--- src/rtl/cpu_except_pkg.sv ---
// Shared exception definitions: excepttype codes, CP0 register addresses,
// status/cause bit positions and the arbiter FSM state type.
package cpu_except_pkg;

  localparam logic [4:0] EXC_NONE    = 5'h00;
  localparam logic [4:0] EXC_SYSCALL = 5'h09;
  localparam logic [4:0] EXC_RI      = 5'h0a;
  localparam logic [4:0] EXC_OV      = 5'h0b;
  localparam logic [4:0] EXC_TRAP    = 5'h0c;
  localparam logic [4:0] EXC_ERET    = 5'h0d;

  localparam logic [4:0] CP0_STATUS = 5'h0c;
  localparam logic [4:0] CP0_CAUSE  = 5'h0d;
  localparam logic [4:0] CP0_EPC    = 5'h0e;

  localparam int STATUS_IE  = 0;
  localparam int STATUS_EXL = 1;
  localparam int IM_LSB     = 8;
  localparam int IM_MSB     = 15;

  localparam int FLAG_SYSCALL = 0;
  localparam int FLAG_RI      = 1;
  localparam int FLAG_OV      = 2;
  localparam int FLAG_TRAP    = 3;
  localparam int FLAG_ERET    = 4;

  typedef enum logic [0:0] {
    ST_IDLE  = 1'b0,
    ST_FLUSH = 1'b1
  } state_e;

  // Interrupt code is the index of the lowest pending line plus one.
  function automatic logic [4:0] lowest_int_code(input logic [7:0] ip);
    logic [4:0] code;
    code = EXC_NONE;
    for (int i = 7; i >= 0; i--) begin
      if (ip[i]) begin
        code = 5'(i + 1);
      end
    end
    return code;
  endfunction

endpackage

--- src/rtl/except_prio_enc.sv ---
// Combinational priority encoder: interrupt > ri > ov > trap > syscall > eret.
module except_prio_enc
  import cpu_except_pkg::*;
(
  input  logic       valid_i,
  input  logic [4:0] flags_i,
  input  logic [7:0] ip_i,
  input  logic       ie_i,
  input  logic       exl_i,
  output logic       hit_o,
  output logic [4:0] code_o
);

  always_comb begin
    hit_o  = 1'b0;
    code_o = EXC_NONE;
    if (!valid_i) begin
      hit_o  = 1'b0;
      code_o = EXC_NONE;
    end else if ((ip_i != 8'h00) && ie_i && !exl_i) begin
      hit_o  = 1'b1;
      code_o = lowest_int_code(ip_i);
    end else if (flags_i[FLAG_RI]) begin
      hit_o  = 1'b1;
      code_o = EXC_RI;
    end else if (flags_i[FLAG_OV]) begin
      hit_o  = 1'b1;
      code_o = EXC_OV;
    end else if (flags_i[FLAG_TRAP]) begin
      hit_o  = 1'b1;
      code_o = EXC_TRAP;
    end else if (flags_i[FLAG_SYSCALL]) begin
      hit_o  = 1'b1;
      code_o = EXC_SYSCALL;
    end else if (flags_i[FLAG_ERET]) begin
      hit_o  = 1'b1;
      code_o = EXC_ERET;
    end else begin
      hit_o  = 1'b0;
      code_o = EXC_NONE;
    end
  end

endmodule

--- src/rtl/except_ctrl.sv ---
// MEM-stage exception/interrupt arbiter feeding CP0 and the fetch redirect.
// Define EXCEPT_CTRL_INT_SYNC_EN to pass int_i through a 2-flop synchronizer.
module except_ctrl
  import cpu_except_pkg::*;
#(
  parameter logic [31:0] EXC_VECTOR   = 32'h0000_0040,
  parameter int          FLUSH_CYCLES = 2
) (
  input  logic        clk,
  input  logic        reset_n,
  input  logic        valid_i,
  input  logic [31:0] pc_i,
  input  logic        in_delay_slot_i,
  input  logic [4:0]  exc_flags_i,
  input  logic [7:0]  int_i,
  input  logic        timer_int_i,
  input  logic [31:0] status_i,
  input  logic [31:0] cause_i,
  input  logic [31:0] epc_i,
  input  logic        wb_cp0_we_i,
  input  logic [4:0]  wb_cp0_waddr_i,
  input  logic [31:0] wb_cp0_wdata_i,
  output logic [31:0] excepttype_o,
  output logic [31:0] exc_pc_o,
  output logic        exc_delay_slot_o,
  output logic        flush_o,
  output logic [31:0] new_pc_o,
  output logic        busy_o
);

  state_e      state_q, state_d;
  logic [3:0]  cnt_q, cnt_d;
  logic [4:0]  code_q, code_d;
  logic [31:0] exc_pc_q, exc_pc_d;
  logic        ds_q, ds_d;
  logic        flush_q, flush_d;
  logic [31:0] new_pc_q, new_pc_d;
  logic        busy_q, busy_d;

  logic [31:0] status_eff, cause_eff, epc_eff;
  logic [7:0]  int_src, int_line, ip;
  logic        hit;
  logic [4:0]  code;

`ifdef EXCEPT_CTRL_INT_SYNC_EN
  logic [7:0] int_s1_q, int_s2_q;

  always_ff @(posedge clk or negedge reset_n) begin
    if (!reset_n) begin
      int_s1_q <= 8'h00;
      int_s2_q <= 8'h00;
    end else begin
      int_s1_q <= int_i;
      int_s2_q <= int_s1_q;
    end
  end

  assign int_src = int_s2_q;
`else
  assign int_src = int_i;
`endif

  // Forward an in-flight WB mtc0 so the decision sees the newest CP0 value.
  always_comb begin
    status_eff = status_i;
    cause_eff  = cause_i;
    epc_eff    = epc_i;
    if (wb_cp0_we_i && (wb_cp0_waddr_i == CP0_STATUS)) begin
      status_eff = wb_cp0_wdata_i;
    end else if (wb_cp0_we_i && (wb_cp0_waddr_i == CP0_CAUSE)) begin
      cause_eff = wb_cp0_wdata_i;
    end else if (wb_cp0_we_i && (wb_cp0_waddr_i == CP0_EPC)) begin
      epc_eff = wb_cp0_wdata_i;
    end else begin
      status_eff = status_i;
    end
  end

  assign int_line = {int_src[7] | timer_int_i, int_src[6:0]};
  assign ip       = (cause_eff[IM_MSB:IM_LSB] | int_line) & status_eff[IM_MSB:IM_LSB];

  except_prio_enc u_prio (
    .valid_i (valid_i),
    .flags_i (exc_flags_i),
    .ip_i    (ip),
    .ie_i    (status_eff[STATUS_IE]),
    .exl_i   (status_eff[STATUS_EXL]),
    .hit_o   (hit),
    .code_o  (code)
  );

  always_ff @(posedge clk or negedge reset_n) begin
    if (!reset_n) begin
      state_q  <= ST_IDLE;
      cnt_q    <= 4'd0;
      code_q   <= EXC_NONE;
      exc_pc_q <= 32'h0000_0000;
      ds_q     <= 1'b0;
      flush_q  <= 1'b0;
      new_pc_q <= 32'h0000_0000;
      busy_q   <= 1'b0;
    end else begin
      state_q  <= state_d;
      cnt_q    <= cnt_d;
      code_q   <= code_d;
      exc_pc_q <= exc_pc_d;
      ds_q     <= ds_d;
      flush_q  <= flush_d;
      new_pc_q <= new_pc_d;
      busy_q   <= busy_d;
    end
  end

  always_comb begin
    state_d = state_q;
    cnt_d   = cnt_q;
    case (state_q)
      ST_IDLE: begin
        if (hit) begin
          state_d = ST_FLUSH;
          cnt_d   = 4'(FLUSH_CYCLES - 1);
        end else begin
          state_d = ST_IDLE;
        end
      end
      ST_FLUSH: begin
        if (cnt_q == 4'd0) begin
          state_d = ST_IDLE;
        end else begin
          cnt_d = cnt_q - 4'd1;
        end
      end
      default: begin
        state_d = ST_IDLE;
        cnt_d   = 4'd0;
      end
    endcase
  end

  // Outputs are registered; the code is a single-cycle pulse, the rest hold through FLUSH.
  always_comb begin
    code_d   = EXC_NONE;
    exc_pc_d = exc_pc_q;
    ds_d     = ds_q;
    flush_d  = flush_q;
    new_pc_d = new_pc_q;
    busy_d   = (state_d != ST_IDLE);
    case (state_q)
      ST_IDLE: begin
        if (hit) begin
          code_d   = code;
          exc_pc_d = pc_i;
          ds_d     = in_delay_slot_i;
          flush_d  = 1'b1;
          new_pc_d = (code == EXC_ERET) ? epc_eff : EXC_VECTOR;
        end else begin
          flush_d = 1'b0;
        end
      end
      ST_FLUSH: begin
        if (cnt_q == 4'd0) begin
          flush_d = 1'b0;
        end else begin
          flush_d = 1'b1;
        end
      end
      default: begin
        flush_d = 1'b0;
      end
    endcase
  end

  assign excepttype_o     = {27'd0, code_q};
  assign exc_pc_o         = exc_pc_q;
  assign exc_delay_slot_o = ds_q;
  assign flush_o          = flush_q;
  assign new_pc_o         = new_pc_q;
  assign busy_o           = busy_q;

endmodule

--- config.mk ---
export PLATFORM = sky130hd
export DESIGN_NAME = except_ctrl
export DESIGN_NICKNAME = d
export VERILOG_FILES = /design/src/rtl/cpu_except_pkg.sv /design/src/rtl/except_prio_enc.sv /design/src/rtl/except_ctrl.sv
export SDC_FILE = /design/constraint.sdc
export NUM_CORES = 1
export LEC_CHECK = 0
export ABC_CLOCK_PERIOD_IN_PS = 2100
export BUFFER_PORTS_ARGS = -buffer_cell sky130_fd_sc_hd__buf_2
export CAP_MARGIN = 0
export CORE_AREA = 3 3 108 110
export CTS_CLUSTER_DIAMETER = 50
export DETAILED_ROUTE_END_ITERATION = 10
export DIE_AREA = 0 0 111 113
export PLACE_DENSITY = 0.8
export SLEW_MARGIN = 5
export SYNTH_ARGS = -nofsm -noshare
export SYNTH_HDL_FRONTEND = slang
export SYNTH_SLANG_ARGS = --single-unit
export TNS_END_PERCENT = 10
--- constraint.sdc ---
create_clock -name clk -period 2.1 [get_ports clk]
set_input_delay 0.42 -clock clk [delete_from_list [all_inputs] [get_ports clk]]
set_output_delay 0.42 -clock clk [all_outputs]
set_load 0.005 [all_outputs]
==> results.tsv <==
metric	value	unit
Tightest Pin Transition	0.719	ns
largest net degree at the start of global routing	40	
RSZ-0062 raised after global routing	yes	
Final Hold Viols	0	
CTS sink cnt	74	
Synth top area share	46.3	%
clk_lat worst skew	0.34	ns
#FFs+latches synth	74	
CTS tree	done	
Synth area leaders	dfrtp_1 46%, o2bb2ai_2 11%, mux2_2 9.6%	
Post-synth EDFFs	0	
relative max-transition margin	51.7	%
H-tree Lvls	3	
global-route wire length before repair	20.6	mm
P_sw	1.72	mW
Clock power frac	19.8	%
violations in the final reports	setup timing	
P&R area growth vs syn	57.4	%
Reg2Reg Setup Slack	0.34	ns
FILL cells	888	
Slew Viols, Final	0	
vias in the first global route	3944	
vias	3573	
Logic pwr share	41.0	%
Pwr per Cell Area	857	nW/um^2
top cells by count, synth	74 x dfrtp_1, 34 x mux2_2, 32 x mux2i_1	
Worst Path Required	2.33	ns
worst vdd ir	0.761	mV
CTS root buf	clkbuf_8	
post-layout min period	2.54	ns
initial antenna violation count	0	
YS warnings	0	
Clock Skew	0.00721	ns
Worst setup SP type	input port	
Async SR Flop Fraction	100	%
sw frac	32.0	%
max-cap violation count	0	
Detail Route Antenna Nets	0	
Hold Buf Count CTS	0	
die width	111	um
Static Leak	3.09	nW
Residual DRC	0	
total track usage	20.8	%
Post-DP Area	5430	um^2
worst min-delay path class	input port to async pin	
Worst setup EP type	flop	
critical path arrival	2.77	ns
ys flop type	dfrtp_1	
DPL Wire Length	9.58	mm
starting density of the core	37.1	%
mean post-synth cell area	12.6	um^2
outcome	finished with violations	
post-route setup slack	-0.439	ns
post-layout instance area	6300	um^2
Final Setup Violations	73	
number of I/O pins	283	
CTS Buffer Depth	2	
grt ovf	0	
CTS clock-pin slew for the worst setup and hold paths	0.07	ns
Placeable Area	10800	um^2
DR vias/cell	5.00	
DR WL/cell	19.3	um
die height	113	um
drt total wl	13.8	mm
clock buffer count from CTS	9	
cell with the most instances after synthesis	dfrtp_1	
Pre-antenna DRT Iters	4	
Die ar.	12500	um^2
Mapped Cells	318	
I/O Buffers	208	
Hold Worst Slack	0.0490	ns
worst-path maximum fanout	8	
crit share post-route	121	%
num rows	38	
fmax	394	MHz
Crit Path Class	input port to flop	
Seq pwr share	39.2	%
post-synth top area cell	dfrtp_1	
DR iter-0 viols	102	
routability cong.	0.967	
Cell Int Power	3.67	mW
antenna fix cells	0	
area of the mapped netlist	4000	um^2
fraction of layout cells with a size suffix above 1	66.7	%
nets@finish	754	
Distinct cells, synth	38	
sequential-to-total area share from yosys stat	46.3	%
worst max-delay path, stage by stage:
cell       delay (ns)
buf_8            0.10
and4b_2          0.29
buf_6            0.15
buf_6            0.12
a21oi_4          0.14
nor3_2           0.07
nor4_4           0.33
a31oi_2          0.15
or4_4            0.65
buf_12           0.20
a2bb2oi_2        0.13
placed cells by master (no fill, tap or decap), types with 2 or more instances in the layout:
cell type,synthesis,routed
clkinv_2,0,2
a21oi_1,13,10
nor2_4,0,2
a211oi_4,0,2
buf_6,4,7
o31ai_1,2,2
a21oi_2,0,2
o21ai_0,2,2
or4_1,3,2
inv_1,7,7
nand4b_4,1,2
buf_16,0,5
nor3_2,1,7
o2bb2ai_2,30,24
a2111oi_4,0,4
or2_2,2,2
buf_4,30,35
mux2i_1,32,32
dfrtp_1,74,74
nor3b_2,0,2
a211oi_2,0,2
buf_2,11,203
clkbuf_8,0,9
a31o_2,3,3
nand2_1,5,4
mux2_2,34,3
nor2_1,11,8
clkbuf_1,4,2
clkinvlp_4,0,2
o2bb2ai_4,0,7
a2111oi_2,2,3
buf_12,0,7
conb_1,1,28
buf_8,0,3
nor2b_1,5,4
or3_1,4,3
a211oi_1,9,5
mux2_4,0,31
through the flow:
stage | util, % | setup slack, ns | std cells | TNS [ns] | power [mW]
final | 58.4 | -0.439 | 714 | -26.75 | 5.40
after global routing | 58.4 | -0.493 | 714 | -30.80 | 5.70
after CTS | 56.6 | -0.409 | 711 | -24.98 | 5.27
after detailed placement | 50.3 | -0.959 | 678 | -59.24 | 3.79
after global placement | 50.3 | -0.888 | 678 | -54.80 | 3.69
after floorplan | - | -0.503 | 345 | -33.15 | 2.96
cell families after synthesis:
group	share of synthesized area (%)
flip-flops	46.3
adder cells (fa/ha/maj)	0.313
AND/OR/NAND/NOR	7.00
other	0.0937
AO/OA/AOI/OAI	19.6
multiplexers	17.6
buffers and inverters	9.16
power groups by stage:
| stage | sequential [mW] | combinational [mW] | clock (mW) |
|---|---|---|---|
| 6_report | 2.11 | 2.21 | 1.07 |
| 5_1_grt | 2.16 | 2.38 | 1.16 |
| 4_1_cts | 2.09 | 2.08 | 1.10 |
| 3_5_place_dp | 2.08 | 1.70 | 0 |
| 3_3_place_gp | 2.07 | 1.62 | 0 |
| 2_1_floorplan | 2.09 | 0.868 | 0 |
metal layers:
metal / track usage, % / vias up / wire length [um] / part of all wire [%]
met5: 0 / - / 0 / 0
met4: 7.31 / 0 / 245 / 1.8
met3: 7.59 / 17 / 1330 / 9.7
met2: 35.5 / 206 / 6880 / 50
met1: 24.3 / 1722 / 5310 / 39
li1: - / 1628 / - / -
final timing paths:
kind                                        start           end  cells past startpoint
worst max-delay path            wb_cp0_waddr_i[3]   new_pc_o[6]                     11
worst min-delay path                      reset_n     code_q[1]                      1
worst max register to register           cnt_q[0]      cnt_q[1]                      6
worst min register to register       new_pc_o[12]  new_pc_o[12]                      1
max in group asynchronous                 reset_n     code_q[3]                      2
min in group clk                         pc_i[18]  exc_pc_o[18]                      2
state kept, by name, indices dropped and copies added (netlist names):
name and cells:
new_pc_o 32, exc_delay_slot_o 1, code_q 4, busy_o 1
cnt_q 4, exc_pc_o 32
what timing repair did:
item,CTS,global route
hold endpoints to repair,0,0
endpoints found under the setup margin,72,74
resized for setup,54,32
gates cloned,6,1
setup buffers,11,2
pin swaps,8,14
final cells by class:
type,count,area (um^2),share of cell area [%]
Multi-Input combinational cell,216,2350,37.4
Clock buffer,11,131,2.09
Clock inverter,5,55.1,0.874
Inverter,7,26.3,0.417
Timing Repair Buffer,261,1710,27.1
Sequential cell,74,1850,29.4
Tap cell,140,175,2.78
Note: power is estimated with default switching activity, not from simulation.
